### src/rtl/csa_seq_pkg.sv
// csa_seq_pkg: shared FSM state, requester id type and default widths for csa_seq_arb.
package csa_seq_pkg;
  localparam int WIDTH_DEF = 40;
  localparam int SLICE_DEF = 10;
  typedef enum logic [1:0] {IDLE, RUN, DONE} state_t;
  typedef logic req_id_t;
endpackage

### src/rtl/csa_slice.sv
// csa_slice: combinational carry-select adder slice; both carry-in cases are
// summed in parallel and the real carry-in picks one.
module csa_slice
  import csa_seq_pkg::*;
#(
  parameter int W = SLICE_DEF
) (
  input  logic [W-1:0] i_a,
  input  logic [W-1:0] i_b,
  input  logic         i_cin,
  output logic [W-1:0] o_sum,
  output logic         o_cout
);
  logic [W:0] w_s0, w_s1;
  assign w_s0 = {1'b0, i_a} + {1'b0, i_b};
  assign w_s1 = {1'b0, i_a} + {1'b0, i_b} + {{W{1'b0}}, 1'b1};
  assign {o_cout, o_sum} = i_cin ? w_s1 : w_s0;
endmodule

### src/rtl/csa_seq_arb.sv
// csa_seq_arb: two-requester round-robin front end feeding one SLICE-bit adder
// that builds a WIDTH-bit sum over WIDTH/SLICE cycles. CSA_SEQ_SAT_EN saturates on carry out.
module csa_seq_arb
  import csa_seq_pkg::*;
#(
  parameter int WIDTH = WIDTH_DEF,
  parameter int SLICE = SLICE_DEF
) (
  input  logic             i_clk,
  input  logic             i_rst_n,
  input  logic             i_req0_valid,
  input  logic             i_req1_valid,
  output logic             o_req0_ready,
  output logic             o_req1_ready,
  input  logic [WIDTH-1:0] i_req0_a,
  input  logic [WIDTH-1:0] i_req0_b,
  input  logic [WIDTH-1:0] i_req1_a,
  input  logic [WIDTH-1:0] i_req1_b,
  output logic             o_res_valid,
  input  logic             i_res_ready,
  output logic [WIDTH-1:0] o_res_sum,
  output logic             o_res_cout,
  output logic             o_res_id
);
  localparam int NCHUNK = WIDTH / SLICE;
  localparam int KW = NCHUNK > 1 ? $clog2(NCHUNK) : 1;
  localparam logic [KW-1:0] KLAST = KW'(NCHUNK - 1);
  state_t r_state, w_next;
  logic [WIDTH-1:0] r_a, r_b, r_sum;
  logic [KW-1:0] r_k;
  logic r_carry;
  req_id_t r_id, r_last;
  logic w_g0, w_g1, w_grant, w_cout;
  logic [SLICE-1:0] w_s;
  // r_last names the previous winner, so a tie goes to the other requester
  assign w_g0 = r_state == IDLE && i_rst_n && i_req0_valid && (!i_req1_valid || r_last);
  assign w_g1 = r_state == IDLE && i_rst_n && i_req1_valid && (!i_req0_valid || !r_last);
  assign w_grant = w_g0 | w_g1;
  csa_slice #(.W(SLICE)) u_slice (
    .i_a   (r_a[r_k*SLICE +: SLICE]),
    .i_b   (r_b[r_k*SLICE +: SLICE]),
    .i_cin (r_carry),
    .o_sum (w_s),
    .o_cout(w_cout)
  );
  always_ff @(posedge i_clk or negedge i_rst_n)
    if (!i_rst_n) r_state <= IDLE;
    else r_state <= w_next;
  always_comb begin
    w_next = r_state;
    o_req0_ready = w_g0;
    o_req1_ready = w_g1;
    o_res_valid = r_state == DONE;
    unique case (r_state)
      IDLE: w_next = w_grant ? RUN : IDLE;
      RUN: w_next = r_k == KLAST ? DONE : RUN;
      DONE: w_next = i_res_ready ? IDLE : DONE;
      default: w_next = IDLE;
    endcase
  end
  always_ff @(posedge i_clk or negedge i_rst_n)
    if (!i_rst_n) begin
      r_a <= '0;
      r_b <= '0;
      r_sum <= '0;
      r_k <= '0;
      r_carry <= 1'b0;
      r_id <= 1'b0;
      r_last <= 1'b1;
    end else if (w_grant) begin
      r_a <= w_g1 ? i_req1_a : i_req0_a;
      r_b <= w_g1 ? i_req1_b : i_req0_b;
      r_id <= w_g1;
      r_last <= w_g1;
      r_carry <= 1'b0;
      r_k <= '0;
    end else if (r_state == RUN) begin
      r_sum[r_k*SLICE +: SLICE] <= w_s;
      r_carry <= w_cout;
      r_k <= r_k == KLAST ? '0 : r_k + 1'b1;
    end
  assign o_res_cout = r_carry;
  assign o_res_id = r_id;
`ifdef CSA_SEQ_SAT_EN
  assign o_res_sum = r_carry ? '1 : r_sum;
`else
  assign o_res_sum = r_sum;
`endif
endmodule
### config.mk
export PLATFORM = sky130hd
export DESIGN_NAME = csa_seq_arb
export DESIGN_NICKNAME = d
export VERILOG_FILES = /design/src/rtl/csa_seq_pkg.sv /design/src/rtl/csa_slice.sv /design/src/rtl/csa_seq_arb.sv
export SDC_FILE = /design/constraint.sdc
export NUM_CORES = 1
export LEC_CHECK = 0
export ABC_AREA = 1
export CAP_MARGIN = 20
export CORE_UTILIZATION = 30
export DETAILED_ROUTE_END_ITERATION = 16
export PLACE_DENSITY = 0.67
export SLEW_MARGIN = 25
export SYNTH_ARGS = -nofsm -noshare
export SYNTH_HDL_FRONTEND = slang
export SYNTH_SLANG_ARGS = --single-unit
### constraint.sdc
create_clock -name i_clk -period 3.54 [get_ports i_clk]
set_clock_uncertainty 0.1 [all_clocks]
set_input_delay 0.708 -clock i_clk [delete_from_list [all_inputs] [get_ports i_clk]]
set_output_delay 0.708 -clock i_clk [all_outputs]
set_load 0.01 [all_outputs]
==> impl_metrics.toml, run 1 <==
[layout]
fin_cells = 1599
num_antenna_cells = 0
drive_gt1_frac = 0.0965
nNetsFinal = 1446
areaGrowthSynthToFinish_pct = 43.0

[timing]
max_slew.worst_pin.slew_ns = 0.885
max_freq_mhz = 301
finalSetupViolations = 0
slew_headroom = 0.410
final_hold_viol_count = 0
min_period_ns = 3.32
min_period_over_period = 0.939
drv_slew = 0
hold_slack_ns = 0.284

[synth]
netlist_area_sq_um = 7540
synth_ff_type = "dfrtp_1"
yosys-top-cells-area = "dfrtp_1 42%, nand2_1 13%, o21ai_0 8.6%"
netlist.area_leader.share = 0.418
async_flop_share = 1.00
synth.avg_cell_area_sq_um = 7.09
synth_top_cells_by_count = "269 x nand2_1, 148 x nor2_1, 129 x o21ai_0"
synth_cells = 1063
yosys.area.top_type = "dfrtp_1"
yosysUniqueCellTypes = 36
ys_warn_count = 0
synth.yosys.seq_area_share = 0.422
synth_edf_count = 0
synth-seq-cells = 127
post-synth-top-count-cell = "nand2_1"
synth_fp_nets = 1246

[placement]
gp_congestion = 0.871
port_buffers = 209
dp_cells = 1560
hpwlAfterDp_um = 19700

[route]
drt_iter0_drc = 395
wirelength_um = 26500
drcViolationCount = 0
post_drt_wl_per_cell_um = 16.6
vias = 7860
viasPerCell = 4.92
firstDrtPassIters = 5
antenna_left = 0

[floorplanning]
io_pins = 210
rows = 57
core_sq_um = 24500
die-area_sq_um = 25800
die_h_um = 161
initial_core_util = 0.308
die_w_um = 161

[global_routing]
grt_pass1_wl_um = 41500
gr-total-overflow = 0
grt_max_degree = 85
grt_use_total = 0.208
antenna_found_initial = 0
grt_pass1_vias = 7814

[power]
fin_total_pwr_w = 0.0126
p_per_area_nw_per_um2 = 1170
p_leak_nw = 4.86
vdd_ir_drop_max_uv = 667

[worst_hold_path]
hold_path_class = "in2async"

[clocking]
cts_tree = "yes"
htree_levels = 4
clock_path_buffers = 2
cts_buffers = 17
clock_latency_ns = 0.44
clkSlewWorstSetupHoldPaths_ns = 0.06
cts.sinks = 127
cts_hold_buf = 0
clock-root-buffer = "clkbuf_16"

[worst_setup_path]
cp.required_ns = 3.75
worstRegToRegCells = 19
crit_type = "reg2reg"
critPathLaunchType = "flop"
crit_path_max_fanout = 16
end_kind = "flop"
arrival_ns = 3.54

[run]
drv_cap = 0

[status]
outcome = "complete, no violations"
[report_power, final]
group	switching [W]	total [W]	internal [W]	leakage, nW
Clock	0.000738	0.00180	0.00106	0.289
Sequential	0.000511	0.00265	0.00214	1.57
Combinational	0.00521	0.00811	0.00290	3.00
[flip-flops by register name, summed over array words and instances (netlist names)]
name	flops
r_k	2
o_res_sum	40
r_last	1
r_a	40
r_b	40
o_res_cout	1
o_res_id	1
r_state	2
[per-stage QoR]
step                TNS [ns]  utilization  cell area [sq um]  worst slack (ns)
floorplan                  0            -               7540             0.120
global placement           0        0.409              10000            0.0760
detailed placement         0        0.409              10000            0.0622
CTS                        0        0.434              10600            0.0361
global route          -0.195        0.441              10800           -0.0299
finish                     0        0.441              10800             0.216
[cell families (layout without fill, tap and decap cells)]
| kind of cell | Yosys count | in the layout | synth area share |
|---|---|---|---|
| simple gates | 522 | 522 | 0.294 |
| buf+inv | 124 | 336 | 0.0629 |
| flops | 127 | 127 | 0.422 |
| xor+xnor | 1 | 1 | 0.00116 |
| compound gates | 271 | 271 | 0.190 |
| fa+ha+maj | 18 | 18 | 0.0309 |
[metal layers]
layer,routed length (um),up-vias,part of all wire,GRT usage
met5,0,-,0,0
li1,-,3918,-,-
met4,736,0,0.028,0.0797
met2,12900,267,0.48,0.353
met1,11300,3632,0.43,0.254
met3,1580,43,0.060,0.0483
[final timing paths]
kind / endpoint / slack [ns] / startpoint
max: o_res_sum[33] / 0.22 / r_k[0]
min: r_state[0] / 0.28 / i_rst_n
max reg2reg: o_res_sum[33] / 0.22 / r_k[0]
min reg2reg: r_last / 0.37 / r_last
max in group asynchronous: r_a[8] / 2.45 / i_rst_n
min in group i_clk: r_last / 0.37 / r_last
[area by class of cell]
class / instances / area [sq um]
Fill cell: 2473 / 13700
Multi-Input combinational cell: 812 / 3970
Sequential cell: 127 / 3180
Timing Repair Buffer: 237 / 2370
Clock buffer: 17 / 425
Tap cell: 324 / 405
Inverter: 67 / 255
Clock inverter: 14 / 173
Timing Repair inverter: 1 / 7.51
[placed cells by master (no fill, tap or decap), types with 22 or more instances in the layout]
master	Yosys	layout
a21oi_1	97	96
nand3_1	56	55
clkdlybuf4s50_1	0	208
dfrtp_1	126	125
nand2_1	269	265
inv_1	59	57
o22ai_1	25	25
o21ai_0	129	124
buf_4	0	22
nor2_1	148	145
[repair_timing]
action,CTS,global route
endpoints found under the setup margin,0,40
buffers inserted,0,6
resized for setup,0,30
[worst max-delay path, stage by stage, from the launching register on]
cell and delay (ns):
dfrtp_2 0.44, buf_12 0.16, o21ai_1 0.10, o22ai_1 0.18, ha_2 0.21, inv_1 0.05, fa_1 0.50, inv_1 0.06
ha_1 0.29, nand2_1 0.06, o21ai_1 0.10, or2_2 0.30, nand2_1 0.06, inv_1 0.05, nand2_1 0.10, nand2_1 0.09
nand3_1 0.13, nand2_1 0.08, nand2_1 0.07, nand2_1 0.05
Power figures use the tool's default switching activity.
==> run 2: changes to the inputs <==
--- a/config.mk
+++ b/config.mk
@@ -7,6 +7,7 @@
 export LEC_CHECK = 0
 export ABC_AREA = 1
 export CAP_MARGIN = 20
+export CORE_ASPECT_RATIO = 0.9
 export CORE_UTILIZATION = 30
 export DETAILED_ROUTE_END_ITERATION = 16
 export PLACE_DENSITY = 0.67
==> impl_metrics.toml, run 2 (synthesized netlist as in run 1, its figures left out) <==
[global_routing]
antenna_found_initial = 0
grt_use_total = 0.209
gr-total-overflow = 0
grt_pass1_wl_um = 42400
grt_pass1_vias = 7671
grt_max_degree = 83

[status]
outcome = "complete, no violations"

[clocking]
clock_path_buffers = 2
clock-root-buffer = "clkbuf_16"
cts_buffers = 17
htree_levels = 4
cts_tree = "yes"
cts_hold_buf = 0
cts.sinks = 127
clkSlewWorstSetupHoldPaths_ns = 0.06
clock_latency_ns = 0.43

[layout]
final_cell_mix = "262 x nand2_1, 208 x clkdlybuf4s50_1, 144 x nor2_1"
regArea_sq_um = 3180
finalInstanceArea_sq_um = 10900
final_common_cell = "nand2_1"
drive_gt1_frac = 0.120
num_antenna_cells = 0
multi_input_area_sq_um = 4110
fillCellCount = 2485
nNetsFinal = 1449
areaGrowthSynthToFinish_pct = 45.1

[timing]
finalSetupViolations = 0
max_slew.worst_pin.slew_ns = 0.916
max_freq_mhz = 300
drv_slew = 0
min_period_over_period = 0.941
min_period_ns = 3.33
final_hold_viol_count = 0
final.setup.worst_slack_ns = 0.207
slew_headroom = 0.389
hold_slack_ns = 0.241

[power]
p_per_area_nw_per_um2 = 1200
comb_power_share = 0.663
vdd_ir_drop_max_uv = 517
power.net_switching_w = 0.00680
netSwitchingFraction = 0.517
intPower_w = 0.00635
p_leak_nw = 4.90
clockPowerShare = 0.137
p_seq_frac = 0.200

[worst_hold_path]
hold_path_class = "in2async"

[route]
firstDrtPassIters = 5
vias = 7960
post_drt_wl_per_cell_um = 16.6
antenna_left = 0
drt_iter0_drc = 546
wirelength_um = 26800
drcViolationCount = 0
viasPerCell = 4.93

[worst_setup_path]
slowest_stage = "fa_2"
cp_slowest_stage_delay_ns = 0.44
r2r_start = "r_k[0]"
worstRegToRegCells = 21
rr_endpoint = "o_res_sum[36]"
end_kind = "flop"
cpMostUsedCell = "nand2_1"
critPathLaunchType = "flop"
cp.required_ns = 3.75
path_cells = "clkinvlp_4 > buf_4 > o21ai_0 > o22ai_1 > ha_2 > inv_1 > fa_2 > inv_2 > ha_1 > inv_1 > nor3_4 > nand3_4 > nor2_4 > nand2_1 > nand2_2 > inv_2 > nand2_2 > nand2_1 > nand2_1 > nand2_1 > a22o_1"
crit_type = "reg2reg"
r2r_slack_ns = 0.21
crit_path_max_fanout = 5
arrival_ns = 3.55

[run]
drv_cap = 0

[floorplanning]
rows = 54
initial_core_util = 0.308
die_h_um = 152
die_w_um = 169
die-area_sq_um = 25800
io_pins = 210
core_sq_um = 24500

[placement]
dp_worst_setup_slack_ns = -0.0885
gp_congestion = 0.889
hpwlAfterDp_um = 19400
port_buffers = 209
placed_cell_area_sq_um = 10100
run 2: per-stage QoR:
stage,setup TNS [ns],utilization,power [W],instances
2_1_floorplan,0,-,0.00784,1063
3_3_place_gp,-0.232,0.411,0.0104,1575
3_5_place_dp,-0.176,0.411,0.0104,1575
4_1_cts,0,0.436,0.0123,1607
5_1_grt,-0.0456,0.447,0.0143,1615
6_report,0,0.447,0.0131,1615
run 2: critical path, delay by kind of cell, from the launching register on:
kind	cells	cell delay (ns)
simple gates	9	0.98
fa+ha+maj	3	0.76
buf+inv	6	0.52
compound gates	3	0.45
flops	1	0.42
run 2: power groups by stage:
stage                     sequential (W)  clock [W]  combinational (W)
after floorplan                  0.00252          0            0.00532
after global placement           0.00264          0            0.00779
after detailed placement         0.00264          0            0.00779
after CTS                        0.00262    0.00183            0.00785
after global routing             0.00271    0.00190            0.00967
final                            0.00263    0.00180            0.00871
run 2: per-layer routing:
| metal | up-vias | part of all wire | track usage |
|---|---|---|---|
| met5 | - | 0 | 0 |
| li1 | 3927 | - | - |
| met1 | 3753 | 0.51 | 0.320 |
| met2 | 255 | 0.43 | 0.305 |
| met4 | 0 | 0.012 | 0.0489 |
| met3 | 25 | 0.054 | 0.0317 |
run 2: timing repair:
action,CTS,global route
cloned,0,1
hold endpoints to repair,0,0
gates resized for setup,1,59
endpoints found under the setup margin,5,40
pin swaps,0,16
setup buffers,0,7
run 2: layout make-up:
cell class / instances / share of cell area
Clock inverter: 13 / 0.0138
Multi-Input combinational cell: 812 / 0.375
Sequential cell: 127 / 0.291
Inverter: 67 / 0.0233
Clock buffer: 19 / 0.0414
Tap cell: 336 / 0.0384
Timing Repair Buffer: 241 / 0.217
run 2: worst max-delay path by stage:
| stage | start | end | slack (ns) | depth (start not counted) |
|---|---|---|---|---|
| floorplan | r_k[0] | o_res_sum[17] | 0.12 | 20 |
| global placement | r_k[0] | o_res_sum[32] | -0.10 | 20 |
| detailed placement | r_k[0] | o_res_sum[16] | -0.09 | 21 |
| CTS | r_k[0] | o_res_sum[32] | 0.05 | 21 |
| global route | r_k[0] | o_res_sum[12] | -0.02 | 21 |
| finish | r_k[0] | o_res_sum[36] | 0.21 | 21 |
